File: src/rtl/pri_enc_pkg.sv
// Shared definitions for the registered priority encoder.
package pri_enc_pkg;

   // Request count used when the instantiating design does not choose one.
   localparam int unsigned PRI_ENC_DEF_N = 4;

endpackage : pri_enc_pkg

File: src/rtl/pri_enc_core.sv
// Combinational priority reduction: index of the highest set request bit.
// A scan from bit 0 upward lets each higher set bit override the index found
// so far, so the structure scales with N without a per-width lookup table.
module pri_enc_core #(
   parameter  int unsigned N = 4,
   localparam int unsigned W = $clog2(N)
) (
   input  logic [N-1:0] Y,
   output logic [W-1:0] idx,
   output logic         any
);

   // Highest-numbered set bit wins; an all-zero vector leaves idx at 0.
   always_comb begin
      idx = '0;
      any = |Y;
      for (int unsigned i = 0; i < N; i++) begin
         if (Y[i]) begin
            idx = W'(i);
         end
      end
   end

endmodule : pri_enc_core

File: src/rtl/pri_enc.sv
// Registered N-input priority encoder. A carries the index of the highest
// asserted request and V flags that at least one request was present; V is
// the only way to tell "no request" from "request 0". Loads every cycle.
module pri_enc
   import pri_enc_pkg::*;
#(
   parameter  int unsigned N = PRI_ENC_DEF_N,
   localparam int unsigned W = $clog2(N)
) (
   input  logic         clk,
   input  logic         rst,
   input  logic [N-1:0] Y,
   output logic [W-1:0] A,
   output logic         V
);

   logic [W-1:0] idx;
   logic         any;

   pri_enc_core #(
      .N (N)
   ) u_core (
      .Y   (Y),
      .idx (idx),
      .any (any)
   );

   // Output register: one-cycle latency, cleared at once by rst.
   always_ff @(posedge clk or posedge rst) begin
      if (rst) begin
         A <= '0;
         V <= 1'b0;
      end else begin
         A <= idx;
         V <= any;
      end
   end

endmodule : pri_enc

File: config.mk
export PLATFORM = sky130hd
export DESIGN_NAME = pri_enc
export DESIGN_NICKNAME = d
export VERILOG_FILES = /design/src/rtl/pri_enc_pkg.sv /design/src/rtl/pri_enc_core.sv /design/src/rtl/pri_enc.sv
export SDC_FILE = /design/constraint.sdc
export NUM_CORES = 1
export LEC_CHECK = 0
export CORE_AREA = 2 2 39 41
export CTS_BUF_LIST = sky130_fd_sc_hd__clkbuf_4 sky130_fd_sc_hd__clkbuf_8
export CTS_CLUSTER_SIZE = 16
export DETAILED_ROUTE_END_ITERATION = 7
export DIE_AREA = 0 0 41 43
export PLACE_DENSITY = 0.38
export SLEW_MARGIN = 10
export SYNTH_ARGS = -nofsm -noshare
export SYNTH_HDL_FRONTEND = slang
export SYNTH_SLANG_ARGS = --single-unit
File: constraint.sdc
create_clock -name clk -period 0.8 [get_ports clk]
set_clock_uncertainty 0.1 [all_clocks]
set_input_delay 0.12 -clock clk [delete_from_list [all_inputs] [get_ports clk]]
set_output_delay 0.12 -clock clk [all_outputs]
set_load 0.1 [all_outputs]
==> results.yml, run 1 <==
worst_setup_path:
  critPathKind: "register to output pin"
  critPathTopFamily: "flip-flops"
  crit_fanout: 1
  max_stage_delay_ps: 470
  worst_ep_arrival_time_ps: 870
  critical_path.cell_chain: "buf_12"
  critPathRequiredTime_ps: 580
  worst_path_max_delay_cell: "sky130_fd_sc_hd__dfrtp_4"
  crit_buf_inv: 1
  worst_setup_path_start_kind: "register"
  setup.worst_path.end_class: "output pin"
run:
  cap_viol_max_count: 0
timing:
  maxSlewHeadroom: 0.9227
  worst_margin_pin_slew_ps: 115.9
  finalHoldWorstSlack_ps: -44.92
  max_freq_mhz: 916.4
  worst_slack_ps: -291.2
  slew_violations: 0
  rsz0062_at_grt: "yes"
  post-route-period-util: 1.364
  setup_violations: 3
  timing.final.hold_violations: 4
  timing.final.crit_period_ps: 1091
cells_and_area:
  final_nets: 27
  final_cell_count_no_fill: 36
  nFillCells: 155
  diodes: 0
  final_design_area_no_fill_um2: 265.3
  area.growth.synth_to_final_pct: 158.5
  final_layout_size_suffix_gt1_frac: 0.6000
power:
  static-leakage-power_nw: 0.1276
  max-vdd-ir-drop_v: 0.0005926
  power_density_mw_per_mm2: 2176
route:
  routed_wire_length_per_instance_um: 6.583
  route.antenna.remaining_nets: 0
  drc: 0
  vias_per_cell: 2.611
  detail_route.first_pass.iterations: 1
  via_count: 94
  wl_um: 237
  number_of_drc_markers_in_iteration_0: 0
grt:
  grt_antenna_before_repair: 0
  global_route_wire_length_before_repair_um: 358
  largest_net_degree_at_the_start_of_global_routing: 4
  grt_pass1_vias: 105
  overflow: 0
  globalRouteTotalUtil: 0.03823
yosys:
  ys_warn_count: 0
  synthesis.area_um2: 102.6
  syn_area_per_cell_um2: 12.82
  netlist_instances: 8
  seq_area_frac_synth: 0.7317
  postSynthRegisterBits: 3
  netlist-cell-type-count: 5
  synth.net_count: 14
die:
  die_w_um: 41
  die_area_mm2: 0.001763
  fp-row-count: 14
  die_height_um: 43
  coreArea_mm2: 0.001384
  start_util: 0.07414
  io_pins: 9
cts:
  buffer_levels_on_the_longest_clock_path: 2
  clock_tree.htree_level_count: 1
  clock_tree_from_tritoncts: "done"
  clkSinkCount: 3
  clock_buffer_count_from_cts: 3
  clkTransAtPathRegs_ps: 40
  ctsRootBufferMaster: "sky130_fd_sc_hd__clkbuf_4"
  cts_setup_buffers: 0
placed_design:
  place_inst: 32
  dp_hpwl_um: 192.5
  dpl_cell_area_um2: 244.0
  numPortBuffers: 8
  place.gp.congestion: 0.5289
  place_worst_setup_slack_ps: -507.9
outcome:
  violations_in_the_final_reports: "hold timing, setup timing"
  outcome: "finished with violations"
worst_hold_path:
  holdCritPathClass: "input port to asynchronous set/reset pin"
==> cell usage after synthesis <==
cell	count	area share
sky130_fd_sc_hd__a21o_1	1	0.073
sky130_fd_sc_hd__dfrtp_1	3	0.73
sky130_fd_sc_hd__inv_1	2	0.073
sky130_fd_sc_hd__or2_1	1	0.061
sky130_fd_sc_hd__or3_1	1	0.061
==> placed cells by master (no fill, tap or decap) <==
cell	instances
sky130_fd_sc_hd__dlymetal6s2s_1	1
sky130_fd_sc_hd__buf_12	3
sky130_fd_sc_hd__dlygate4sd2_1	1
sky130_fd_sc_hd__or3_1	1
sky130_fd_sc_hd__inv_1	2
sky130_fd_sc_hd__buf_2	2
sky130_fd_sc_hd__clkbuf_4	4
sky130_fd_sc_hd__dfrtp_4	3
sky130_fd_sc_hd__a21o_1	1
sky130_fd_sc_hd__clkdlybuf4s50_1	1
sky130_fd_sc_hd__or2_1	1
==> final cells by class <==
cell class	instances	area (um^2)	area share
clock buffers	4	30.03	0.1132
multi-input cells	3	20.02	0.07547
repair buffers	8	101.3	0.3821
well taps	16	20.02	0.07547
flip-flops and latches	3	86.33	0.3255
inverters	2	7.507	0.02830
==> state kept, by name (all words and copies together) (netlist names) <==
name and count:
V 1, A 2
==> stage by stage <==
step / total power [mW] / TNS, ps / utilization
final: 0.5772 / -870.7 / 0.1917
after global routing: 0.6048 / -931.4 / 0.1917
after floorplan: 0.2311 / -90.64 / -
after global placement: 0.2905 / -994.0 / 0.1763
after CTS: 0.5988 / -919.1 / 0.1899
after detailed placement: 0.2931 / -1065 / 0.1763
==> cell families (layout without fill, tap and decap cells) <==
| family | Yosys count | after routing | synth area share |
|---|---|---|---|
| AND/OR/NAND/NOR | 2 | 2 | 0.1220 |
| buffers and inverters | 2 | 14 | 0.07320 |
| AO/OA/AOI/OAI | 1 | 1 | 0.07320 |
| flip-flops | 3 | 3 | 0.7317 |
==> repair_timing <==
action                                  CTS  global route
endpoints found under the hold margin     4             4
pin swaps                                 2             1
endpoints found under the setup margin    4             4
gates resized for setup                   8             1
==> power breakdown <==
part           leakage (nW)  switching, mW  internal (mW)  total [mW]
clock network        0.0184         0.0747          0.220       0.295
registers            0.0295        0.00583          0.164       0.170
logic                0.0797         0.0665         0.0453       0.112
total                 0.128          0.147          0.430       0.577
==> worst paths after layout <==
check	startpoint	endpoint	slack, ps	cells past startpoint
worst max-delay path	A[0]	A[0]	-290	1
worst min-delay path	rst	A[1]	-40	2
max in group asynchronous	rst	A[0]	500	2
min in group clk	Y[3]	A[0]	-10	2
==> layer usage <==
metal	part of all wire	up-vias	GRT usage
met4	0	0	0.08000
met1	0.24	38	0.02913
li1	-	47	-
met5	0	-	0
met3	0.22	0	0.02094
met2	0.53	9	0.04063
No activity file was read; power rests on OpenSTA's default activity.
==> run 2: changes to the inputs <==
Settings changed: CTS_CLUSTER_SIZE 16 to not set.
==> results of run 2 <==
No change in the layout: final DEF, timing and power equal those of run 1.
